--- config.mk ---
export PLATFORM = sky130hd
export DESIGN_NAME = tdm_demux8
export DESIGN_NICKNAME = d
export VERILOG_FILES = /design/src/rtl/tdm_pkg.sv /design/src/rtl/tdm_slot_ctr.sv /design/src/rtl/tdm_demux8.sv
export SDC_FILE = /design/constraint.sdc
export NUM_CORES = 1
export LEC_CHECK = 0
export BUFFER_PORTS_ARGS = -buffer_cell sky130_fd_sc_hd__buf_2
export CAP_MARGIN = 0
export CORE_MARGIN = 2
export CORE_UTILIZATION = 60
export CTS_BUF_LIST = sky130_fd_sc_hd__clkbuf_8
export DETAILED_ROUTE_END_ITERATION = 8
export PLACE_DENSITY = 0.86
export SYNTH_ARGS = -nofsm -noshare
export SYNTH_HDL_FRONTEND = slang
export SYNTH_SLANG_ARGS = --single-unit
--- constraint.sdc ---
create_clock -name clk -period 3.5 [get_ports clk]
set_input_delay 0 -clock clk [delete_from_list [all_inputs] [get_ports clk]]
set_output_delay 0 -clock clk [all_outputs]
set_load 0.03 [all_outputs]
--- src/rtl/tdm_pkg.sv ---
// Shared definitions for the 8-slot TDM mux/demux pair: frame geometry and link state.
package tdm_pkg;

   localparam int NCH    = 8;
   localparam int SLOT_W = 3;

   typedef enum logic [0:0] {
      HUNT = 1'b0,
      RUN  = 1'b1
   } tdm_state_e;

endpackage

--- src/rtl/tdm_slot_ctr.sv ---
// 3-bit slot counter with enable, load-to-1, clear and a last-slot wrap flag.
// Clear has priority over load, load over enable.
module tdm_slot_ctr
   import tdm_pkg::*;
(
   input  logic              clk,
   input  logic              rst,
   input  logic              en,
   input  logic              load1,
   input  logic              clr,
   output logic [SLOT_W-1:0] slot,
   output logic              wrap
);

   logic [SLOT_W-1:0] slot_r;

   // slot index register
   always_ff @(posedge clk or posedge rst) begin
      if (rst) begin
         slot_r <= 3'd0;
      end else if (clr) begin
         slot_r <= 3'd0;
      end else if (load1) begin
         slot_r <= 3'd1;
      end else if (en) begin
         slot_r <= slot_r + 3'd1;
      end else begin
         slot_r <= slot_r;
      end
   end

   assign slot = slot_r;
   assign wrap = (slot_r == 3'd7);

endmodule

--- src/rtl/tdm_demux8.sv ---
// 1-to-8 TDM demultiplexer: rebuilds sync-marked 8-slot frames and emits them in parallel.
// Optional TDM_SYNC_STRICT_EN: a frame without sync on slot 0 drops lock instead of flywheeling.
module tdm_demux8
   import tdm_pkg::*;
#(
   parameter int W = 1
) (
   input  logic           clk,
   input  logic           rst,
   input  logic [W-1:0]   din,
   input  logic           din_valid,
   input  logic           sync,
   output logic [8*W-1:0] dout,
   output logic           dout_valid,
   output logic [2:0]     slot,
   output logic           locked,
   output logic           sync_err
);

   tdm_state_e        state_r, state_nx_s;
   logic [W-1:0]      shadow_r [NCH];
   logic [8*W-1:0]    dout_r, frame_s;
   logic              dout_valid_r, sync_err_r, locked_r;
   logic [SLOT_W-1:0] slot_s, wr_idx_s;
   logic              wrap_s, wr_en_s, emit_s, err_s;
   logic              ctr_en_s, ctr_load_s, ctr_clr_s;

   tdm_slot_ctr u_slot_ctr (
      .clk   (clk),
      .rst   (rst),
      .en    (ctr_en_s),
      .load1 (ctr_load_s),
      .clr   (ctr_clr_s),
      .slot  (slot_s),
      .wrap  (wrap_s)
   );

   // state register
   always_ff @(posedge clk or posedge rst) begin
      if (rst) begin
         state_r <= HUNT;
      end else begin
         state_r <= state_nx_s;
      end
   end

   // next state, shadow write control and frame/error events
   always_comb begin
      state_nx_s = state_r;
      wr_en_s    = 1'b0;
      wr_idx_s   = slot_s;
      ctr_en_s   = 1'b0;
      ctr_load_s = 1'b0;
      ctr_clr_s  = 1'b0;
      emit_s     = 1'b0;
      err_s      = 1'b0;
      case (state_r)
         HUNT: begin
            if (din_valid && sync) begin
               wr_en_s    = 1'b1;
               wr_idx_s   = 3'd0;
               ctr_load_s = 1'b1;
               state_nx_s = RUN;
            end else begin
               state_nx_s = HUNT;
            end
         end
         RUN: begin
            if (!din_valid) begin
               state_nx_s = RUN;
            end else if (sync && (slot_s != 3'd0)) begin
               // resync: the sample restarts the frame as channel 0
               err_s      = 1'b1;
               wr_en_s    = 1'b1;
               wr_idx_s   = 3'd0;
               ctr_load_s = 1'b1;
            end else if (!sync && (slot_s == 3'd0)) begin
`ifdef TDM_SYNC_STRICT_EN
               err_s      = 1'b1;
               ctr_clr_s  = 1'b1;
               state_nx_s = HUNT;
`else
               wr_en_s    = 1'b1;
               ctr_en_s   = 1'b1;
`endif
            end else begin
               wr_en_s  = 1'b1;
               ctr_en_s = 1'b1;
               emit_s   = wrap_s;
            end
         end
         default: begin
            state_nx_s = HUNT;
            ctr_clr_s  = 1'b1;
         end
      endcase
   end

   // channel 7 comes straight from din on the completing cycle
   always_comb begin
      frame_s = '0;
      for (int k = 0; k < NCH - 1; k++) begin
         frame_s[k*W +: W] = shadow_r[k];
      end
      frame_s[(NCH-1)*W +: W] = din;
   end

   // shadow buffer
   always_ff @(posedge clk or posedge rst) begin
      if (rst) begin
         for (int k = 0; k < NCH; k++) begin
            shadow_r[k] <= '0;
         end
      end else if (wr_en_s) begin
         shadow_r[wr_idx_s] <= din;
      end else begin
         shadow_r <= shadow_r;
      end
   end

   // registered outputs
   always_ff @(posedge clk or posedge rst) begin
      if (rst) begin
         dout_r       <= '0;
         dout_valid_r <= 1'b0;
         sync_err_r   <= 1'b0;
         locked_r     <= 1'b0;
      end else begin
         dout_r       <= emit_s ? frame_s : dout_r;
         dout_valid_r <= emit_s;
         sync_err_r   <= err_s;
         locked_r     <= (state_nx_s == RUN);
      end
   end

   assign dout       = dout_r;
   assign dout_valid = dout_valid_r;
   assign sync_err   = sync_err_r;
   assign locked     = locked_r;
   assign slot       = slot_s;

endmodule
==> summary.md, run 1 <==
| Metric | Value |
|---|---|
| Fin nets | 102 |
| CP max stage delay | 0.49 ns |
| N_diodes | 0 |
| GRT Residual Overflow | 0 |
| Largest net degree at the start of global routing | 22 |
| Post-DP HPWL | 1276 um |
| Clk Latency, worst-skew pair | 0.26 ns |
| Layout cells sized above 1 | 45.16% |
| GPL Wtd Cong | 0.9009 |
| Hold WC Path Type | in2reg |
| Slew Limit Fails | 0 |
| Crit start category | register |
| Number of port buffers | 18 |
| Placed Cells | 104 |
| CTS Buf Count | 3 |
| Placement Rows | 14 |
| Final Hold Vio Count | 0 |
| Layout Cells excl Fill | 109 |
| Drt initial violations | 25 |
| Period Utilization, post-route | 59.24% |
| Setup TNS | 0 ns |
| Initial antenna violation count | 0 |
| Mapped cell area | 958.4 um2 |
| Drt first pass iters | 4 |
| I/O Pins | 19 |
| GRT Overall Usage | 21.17% |
| Most numerous cell in the Yosys netlist | dfrtp_1 |
| Largest cells by area after synthesis | dfrtp_1 55%, mux2_2 16%, ha_1 3.9% |
| Worst-path fanout max | 6 |
| Reg area | 525.5 um2 |
| Die Ht | 43.97 um |
| Most frequent cells after synthesis | 21 x dfrtp_1, 14 x mux2_2, 5 x inv_1 |
| Initial Util | 63.62% |
| Ys async rst share | 100.0% |
| Cell accounting for the most synthesized area | dfrtp_1 |
| CTS root buffer | clkbuf_8 |
| Critical path class | reg2reg |
| Resized Gates After CTS | 0 |
| Filler cells | 107 |
| Metal-1 WL | 717 um |
| CTS H-tree depth | 1 |
| Post-synth EDFFs | 0 |
| Pwr per Cell Area | 803.1 nW/um2 |
| Vias per inst | 5.881 |
| Cells after Synth | 71 |
| CP endpoint kind | register |
| Finish-stage setup viols | 0 |
| Post-route cell area | 1119 um2 |
| Chip width | 43.97 um |
| Setup Skew | 0.004980 ns |
| Max VDD drop | 451.5 uV |
| Post-synth top flop | dfrtp_1 |
| Setup WS post-layout | 1.427 ns |
| Area delta synth->final | 16.71% |
| Critical Path RT | 3.65 ns |
| WL/cell | 15.77 um |
| Area share of the largest cell type after synthesis | 54.83% |
| Average size of a mapped cell | 13.50 um2 |
| Core ar. | 1506 um2 |
| RSZ-0062 raised after global routing | false |
| Vias in the first global route | 595 |
| Syn Nets | 79 |
| Worst-margin pin slew | 0.7713 ns |
| Total wire length | 1719 um |
| Flops & latches, synth | 21 |
| Max-cap violations | 0 |
| P_leak | 0.5865 nW |
| Post-placement cell area | 1064 um2 |
| Max-slew headroom | 48.52% |
| Layout Utilization | 74.25% |
| TritonCTS clock tree | built |
| Clock-pin slew on the worst setup and hold paths | 0.07 ns |
| Critical Path AT | 2.22 ns |
| Synth cell types | 26 |
| Metal3 WL | 109 um |
| Clock Path Buffers | 2 |
| Drc violations | 0 |
| Via count | 641 |
| Worst-path cell chain | inv_1, ha_1, nand2b_4, a21oi_4, or4b_1, mux2_1 |
| Post-place setup slack | 1.443 ns |
| Top Metal Used | met4 |
| Outcome | complete, no violations |
| Final antenna-violating net count | 0 |
| Period minus WS final | 2.073 ns |
| Slowest-stage cell, CP | or4b_1 |
| Met2 wire length | 867 um |
| First-pass GRT wire length | 2877 um |
| Die area | 1933 um2 |
| Design Power | 898.4 uW |
| Yosys warning total | 0 |
| Smallest hold slack | 0.05883 ns |
| Multi-input gate area | 409.1 um2 |
| Fmax | 0.4823 GHz |
| Register area share after synthesis | 54.83% |
| Clock Sinks | 21 |
[power by group]
group / switching (mW) / total, mW / internal [mW]
logic: 0.208 / 0.356 / 0.148
registers: 0.0605 / 0.391 / 0.330
clock network: 0.0738 / 0.152 / 0.0781
total: 0.342 / 0.898 / 0.556
[area by class of cell]
cell class | instances | area share (%)
well taps | 16 | 1.790
repair buffers | 19 | 8.949
flip-flops and latches | 21 | 46.98
clock inverters | 1 | 0.3356
inverters | 5 | 1.678
clock buffers | 3 | 3.691
multi-input cells | 44 | 36.58
[worst max-delay path: cells and delay by family (launching register included)]
kind	cells	cell delay, ns
flops	1	0.43
fa+ha+maj	1	0.25
simple gates	2	0.58
buf+inv	1	0.15
mux	1	0.33
compound gates	1	0.22
[cell families after synthesis]
| logic type | count (synthesis) | share of synthesized area, % |
|---|---|---|
| multiplexers | 16 | 18.67 |
| flip-flops | 21 | 54.83 |
| XOR/XNOR | 1 | 0.9140 |
| AO/OA/AOI/OAI | 7 | 6.789 |
| AND/OR/NAND/NOR | 17 | 12.40 |
| adder cells (fa/ha/maj) | 3 | 3.917 |
| buffers and inverters | 6 | 2.480 |
[cells in the final DEF (no fill, tap or decap), types with 2 or more instances in the layout]
cell / synthesis / final
nor4_1: 2 / 2
ha_1: 3 / 3
buf_2: 1 / 18
nand3b_1: 2 / 2
nand3_1: 2 / 2
mux2_2: 14 / 14
a22o_2: 2 / 2
nand2_1: 3 / 3
dfrtp_1: 21 / 21
clkbuf_8: 0 / 3
inv_1: 5 / 6
[layer usage]
layer,up-vias,global-route usage (%)
li1,297,-
met2,27,35.00
met1,315,28.10
met4,0,7.273
met3,2,3.750
met5,-,0
[path summary, 6_finish.rpt]
check | startpoint | slack, ns | cells after the start | end
min reg2reg | dout[5] | 0.50 | 1 | dout[5]
min in group asynchronous | rst | 0.42 | 3 | frame_s[3]
max reg2reg | u_slot_ctr.slot[0] | 1.43 | 6 | frame_s[5]
max | u_slot_ctr.slot[0] | 1.43 | 6 | frame_s[5]
max in group asynchronous | rst | 2.60 | 3 | dout[6]
min | din_valid | 0.06 | 3 | locked
[state kept, by name, indices dropped and copies added (netlist names)]
register,cells
locked,1
sync_err,1
dout,8
dout_valid,1
u_slot_ctr.slot,3
frame_s,7
[what timing repair did]
item	CTS	global route
hold buffers	1	0
hold endpoints to repair	21	0
setup buffers	0	0
No activity file was read; power rests on OpenSTA's default activity.
==> run 2: changes to the inputs <==
- CORE_ASPECT_RATIO: default -> 1.4
- CORE_UTILIZATION: 60 -> 50
- PLACE_DENSITY: 0.86 -> 0.76
- clock period: 3.5 -> 1.7 ns (I/O delays scaled with it)
==> run 2 against run 1 <==
Against the previous run:
- the run now ends with negative setup slack left
- die area rose by 18%
- core utilization is 5.7 points lower
- combinational power grew 140%
- first-iteration DRC count down 40%
- wire length up 0.87%
- critical path depth is the same
- sequential power is 99% higher
- maximum frequency grew 20%
- sequential share of layout area is 3.7 points lower
- clock-buffer cell count stayed put
- worst setup slack got worse by 1.5 ns
==> summary.md, run 2 (synthesis results as in run 1) <==
| Metric | Value |
|---|---|
| Reg2reg end | frame_s[5] |
| Core ar. | 1779 um2 (+18%) |
| Setup WS post-layout | -0.02446 ns (-1.451 ns) |
| CP endpoint kind | register |
| TritonCTS clock tree | built |
| Via count | 680 (+6.1%) |
| CTS root buffer | clkbuf_8 |
| Max-slew headroom | 73.41% (+25 points) |
| Largest net degree at the start of global routing | 22 (unchanged) |
| Critical Path End | frame_s[5] |
| Crit start category | register |
| Worst-margin pin slew | 0.3946 ns (-0.3767 ns) |
| P_leak | 0.6177 nW (+5.3%) |
| Fmax | 0.5799 GHz (+20%) |
| Design Power | 1.958 mW (+120%) |
| CTS H-tree depth | 1 (unchanged) |
| Layout Utilization | 68.57% (-5.7 points) |
| Clk Latency, worst-skew pair | 0.26 ns (about the same) |
| WL/cell | 14.33 um (-9.1%) |
| Max reg flops | 8 (unchanged) |
| Clock-pin slew on the worst setup and hold paths | 0.07 ns (about the same) |
| Outcome | finished, violations left |
| Post-DP HPWL | 1302 um (+2.1%) |
| I/O Pins | 19 (unchanged) |
| Chip width | 41 um (-6.7%) |
| GRT Overall Usage | 18.86% (-2.3 points) |
| Setup TNS | -0.02446 ns (-0.02446 ns) |
| Slew Limit Fails | 0 (unchanged) |
| Total wire length | 1734 um (+0.87%) |
| Final Hold Vio Count | 0 (unchanged) |
| Drc violations | 0 (unchanged) |
| Area delta synth->final | 27.28% |
| Critical path startpoint | u_slot_ctr.slot[0] |
| Die Ht | 55.81 um (+27%) |
| Failing checks | negative setup slack |
| Critical path class | reg2reg |
| N_diodes | 0 (unchanged) |
| Number of port buffers | 18 (unchanged) |
| Setup Skew | 0.003563 ns (-0.001417 ns) |
| Hold WC Path Type | in2reg |
| FF-to-FF Start | u_slot_ctr.slot[0] |
| Period minus WS final | 1.724 ns (-0.3489 ns) |
| Most frequent cells in the layout | 19 x dfrtp_1, 18 x buf_2, 14 x mux2_2 |
| Die area | 2288 um2 (+18%) |
| Worst-path fanout max | 3 (-3) |
| Smallest hold slack | 0.08370 ns (+0.02487 ns) |
| Initial antenna violation count | 0 (unchanged) |
| Finish-stage setup viols | 1 (+1) |
| Max VDD drop | 803.8 uV (+78%) |
| GRT Residual Overflow | 0 (unchanged) |
| Critical Path AT | 1.87 ns (-0.35 ns) |
| Drt initial violations | 15 (-40%) |
| Commonest non-fill, non-tap cell in the layout | dfrtp_1 |
| Clock Sinks | 21 (unchanged) |
| Placement Rows | 18 (+4) |
| Pwr per Cell Area | 1605 nW/um2 (+100%) |
| Drt first pass iters | 4 (unchanged) |
| RSZ-0062 raised after global routing | true |
| Worst Reg-to-Reg Cells | 6 (unchanged) |
| Vias per inst | 5.620 (-4.4%) |
| Max-cap violations | 0 (unchanged) |
| Vias in the first global route | 681 (+14%) |
| Fin nets | 110 (+7.8%) |
| Critical Path RT | 1.85 ns (-1.80 ns) |
| Final antenna-violating net count | 0 (unchanged) |
| Clock Path Buffers | 2 (unchanged) |
| First-pass GRT wire length | 2939 um (+2.2%) |
| GPL Wtd Cong | 0.9407 (+4.4%) |
| Layout cells sized above 1 | 57.43% (+12 points) |
| Worst reg2reg setup slack | -0.02 ns (-1.45 ns) |
| Initial Util | 53.87% (-9.8 points) |
| CTS Buf Count | 3 (unchanged) |
| Period Utilization, post-route | 101.4% (+42 points) |
## run 2: cell count changes in the layout (fill, tap and decap cells not counted), moves of 2 or more
| cell | before | now |
|---|---|---|
| dfrtp_2 | 0 | 2 |
| inv_2 | 0 | 2 |
| inv_1 | 6 | 4 |
| buf_4 | 0 | 8 |
| dfrtp_1 | 21 | 19 |
## run 2: per-stage QoR
step                cells  cell area (um2)  worst slack, ns
detailed placement    116             1144        -0.008866
global route          121             1220         -0.05844
CTS                   121             1199         -0.01937
global placement      116             1144          0.03082
floorplan              71            973.4          -0.1581
finish                121             1220         -0.02446
## run 2: cell type report
type | count | area [um2]
multi-input combinational | 44 | 442.9
clock inverter | 1 | 3.754
sequential | 21 | 528.0
timing repair buffer | 27 | 160.2
tap | 20 | 25.02
inverter | 5 | 18.77
fill | 136 | 559.3
clock buffer | 3 | 41.29
## run 2: worst min path at each step
stage / startpoint / to / slack, ns / cells past startpoint
floorplan: rst / dout[0] / -0.02 / 1
global placement: rst / dout_valid / 0.03 / 3
detailed placement: rst / sync_err / 0.04 / 3
CTS: din / frame_s[5] / 0.06 / 2
global route: din / frame_s[1] / 0.09 / 2
finish: din_valid / locked / 0.08 / 3
## run 2: report_power, final
group / total [mW] / internal [mW] / leakage (nW) / switching, mW
Combinational: 0.866 / 0.390 / 0.325 / 0.477
Clock: 0.315 / 0.161 / 0.0269 / 0.154
Sequential: 0.777 / 0.682 / 0.266 / 0.0948
Total: 1.96 / 1.23 / 0.618 / 0.725
## run 2: worst max-delay path, cell delays in order (launching register included)
cell and delay (ns):
dfrtp_2 0.41, inv_2 0.08, ha_4 0.16, nand2b_4 0.07, a21oi_4 0.12, or4b_4 0.47
mux2_4 0.31
## run 2: repair_timing
action,CTS,global route
setup endpoints to repair,1,11
endpoints found under the hold margin,21,0
setup buffers,0,0
pin swaps,0,1
resized for setup,0,4
hold buffers,1,0
## run 2: layer usage
| metal | vias up | part of all wire, % | GRT usage, % | wire length (um) |
|---|---|---|---|---|
| met1 | 334 | 39 | 21.32 | 684 |
| met4 | 0 | 5.1 | 13.33 | 89 |
| li1 | 317 | - | - | - |
| met3 | 9 | 3.0 | 2.400 | 52 |
| met5 | - | 0 | 0 | 0 |
| met2 | 20 | 52 | 29.91 | 909 |
==> run 3: changes to the inputs <==
==> constraint.sdc (replaced) <==
create_clock -name clk -period 1.7 [get_ports clk]
set_input_delay 0.255 -clock clk [delete_from_list [all_inputs] [get_ports clk]]
set_output_delay 0.255 -clock clk [all_outputs]
set_load 0.03 [all_outputs]
==> run 3 against run 2 <==
Against the previous run:
- the flow still finishes with violations (negative setup slack)
- clock skew barely moved
- die area did not move
- wire length rose by 1.2%
- clock-buffer cell count did not move
- final cell count did not move
- highest routed layer unchanged
==> summary.md, run 3 (synthesis results as in run 1) <==
| Metric | Value |
|---|---|
| TritonCTS clock tree | built |
| Drc violations | 0 (unchanged) |
| Drt initial violations | 6 (-9) |
| Top Metal Used | met4 |
| GRT Residual Overflow | 0 (unchanged) |
| GPL Wtd Cong | 0.9452 (+0.48%) |
| Commonest non-fill, non-tap cell in the layout | dfrtp_1 |
| Period Utilization, post-route | 100.9% (-0.52 points) |
| RSZ-0062 raised after global routing | true |
| Hold WC Path Type | in2async |
| Filler cells | 142 (+4.4%) |
| Clock-pin slew on the worst setup and hold paths | 0.07 ns (about the same) |
| Critical Path RT | 1.84 ns (about the same) |
| Placed Cells | 116 (unchanged) |
| Chip width | 41 um (unchanged) |
| Setup WS post-layout | -0.01567 ns (+0.008788 ns) |
| Final antenna-violating net count | 0 (unchanged) |
| Drt first pass iters | 4 (unchanged) |
| Fmax | 0.5829 GHz (+0.51%) |
| Setup Skew | 0.003469 ns (-0.00009340 ns) |
| Layout Cells excl Fill | 121 (unchanged) |
| Placement Rows | 18 (unchanged) |
| CTS root buffer | clkbuf_8 |
| Number of port buffers | 18 (unchanged) |
| Smallest hold slack | 0.01397 ns (-0.06973 ns) |
| Outcome | finished, violations left |
| Metal3 WL | 56 um (+7.7%) |
| Critical Path AT | 1.86 ns (about the same) |
| Area delta synth->final | 27.68% |
| CTS H-tree depth | 1 (unchanged) |
| Post-route cell area | 1224 um2 (+0.31%) |
| Post-place setup slack | -0.001015 ns (+0.007850 ns) |
| Max reg flops | 8 (unchanged) |
| Finish-stage setup viols | 1 (unchanged) |
| Initial Util | 53.87% (unchanged) |
| I/O Pins | 19 (unchanged) |
| Critical path class | reg2reg |
| Vias in the first global route | 715 (+5.0%) |
| N_diodes | 0 (unchanged) |
| Most frequent cells in the layout | 19 x dfrtp_1, 18 x buf_2, 14 x mux2_2 |
| CP endpoint kind | register |
| Total wire length | 1755 um (+1.2%) |
| Worst-path fanout max | 3 (unchanged) |
| Layout cells sized above 1 | 59.41% (+2.0 points) |
| Via count | 677 (-0.44%) |
| Fin nets | 110 (unchanged) |
| Slew Limit Fails | 0 (unchanged) |
| Die area | 2288 um2 (unchanged) |
| Max VDD drop | 910.9 uV (+13%) |
| CTS Buf Count | 3 (unchanged) |
| Crit start category | register |
| P_leak | 0.6184 nW (+0.11%) |
| Met2 wire length | 979 um (+7.7%) |
| First-pass GRT wire length | 3049 um (+3.7%) |
| WL/cell | 14.50 um (+1.2%) |
| GRT Overall Usage | 19.04% (+0.18 points) |
| Final Hold Vio Count | 0 (unchanged) |
| Clk Latency, worst-skew pair | 0.25 ns (about the same) |
| Max-slew headroom | 73.34% (-0.078 points) |
| Metal-1 WL | 666 um (-2.6%) |
| Max-cap violations | 0 (unchanged) |
| Period minus WS final | 1.716 ns (-0.008788 ns) |
| Post-DP HPWL | 1315 um (+0.98%) |
| Core ar. | 1779 um2 (unchanged) |
| Failing checks | negative setup slack |
| Vias per inst | 5.595 (-0.44%) |
| Die Ht | 55.81 um (unchanged) |
| Clock Path Buffers | 2 (unchanged) |
| Worst-margin pin slew | 0.3958 ns (+0.001152 ns) |
| Post-placement cell area | 1144 um2 (unchanged) |
| Largest net degree at the start of global routing | 22 (unchanged) |
| Initial antenna violation count | 0 (unchanged) |
| Setup TNS | -0.01567 ns (+0.008788 ns) |
| Pwr per Cell Area | 1617 nW/um2 (+0.73%) |
| Clock Sinks | 21 (unchanged) |
[run 3: cell count changes in the layout (fill, tap and decap cells not counted), sizes merged]
cell and delta:
dlygate4sd3 -1, buf +1
[run 3: critical path: stages (launching register included)]
cell and delay (ns):
dfrtp_2 0.41, inv_2 0.08, ha_4 0.15, nand2b_4 0.07, a21oi_4 0.12, or4b_4 0.47, mux2_4 0.30
[run 3: worst paths after layout]
kind                                    start  slack [ns]                  to  cells past startpoint
max                        u_slot_ctr.slot[0]       -0.02          frame_s[5]                      6
max in group asynchronous                 rst        1.46  u_slot_ctr.slot[1]                      3
min                                       rst        0.01          frame_s[2]                      3
min reg2reg                           dout[6]        0.50             dout[6]                      1
max reg2reg                u_slot_ctr.slot[0]       -0.02          frame_s[5]                      6
min in group clk                          din        0.34          frame_s[5]                      2
[run 3: layer usage]
layer	vias to the layer above	global-route usage (%)
li1	316	-
met1	338	20.90
met2	17	32.59
met3	6	3.600
met4	0	8.095
met5	-	0
[run 3: timing repair]
item	CTS	global route
endpoints found under the setup margin	1	11
hold buffers	0	0
gates resized for setup	0	5
pin swaps	0	1
setup buffers	0	1
[run 3: power breakdown]
| part | internal [mW] | total (mW) | switching (mW) |
|---|---|---|---|
| sequential | 0.682 | 0.781 | 0.0989 |
| clock | 0.160 | 0.310 | 0.149 |
| combinational | 0.400 | 0.888 | 0.488 |
[run 3: area by class of cell]
cell class / instances / area [um2] / share of cell area, %
clock buffers: 3 / 41.29 / 3.374
clock inverters: 1 / 3.754 / 0.3067
inverters: 5 / 18.77 / 1.534
multi-input cells: 44 / 449.2 / 36.71
flip-flops and latches: 21 / 528.0 / 43.15
well taps: 20 / 25.02 / 2.045
repair buffers: 27 / 157.7 / 12.88
[run 3: through the flow]
stage	utilization, %	power (mW)
floorplan	-	1.362
global placement	64.28	1.601
detailed placement	64.28	1.635
CTS	66.81	1.949
global route	68.78	2.116
finish	68.78	1.979
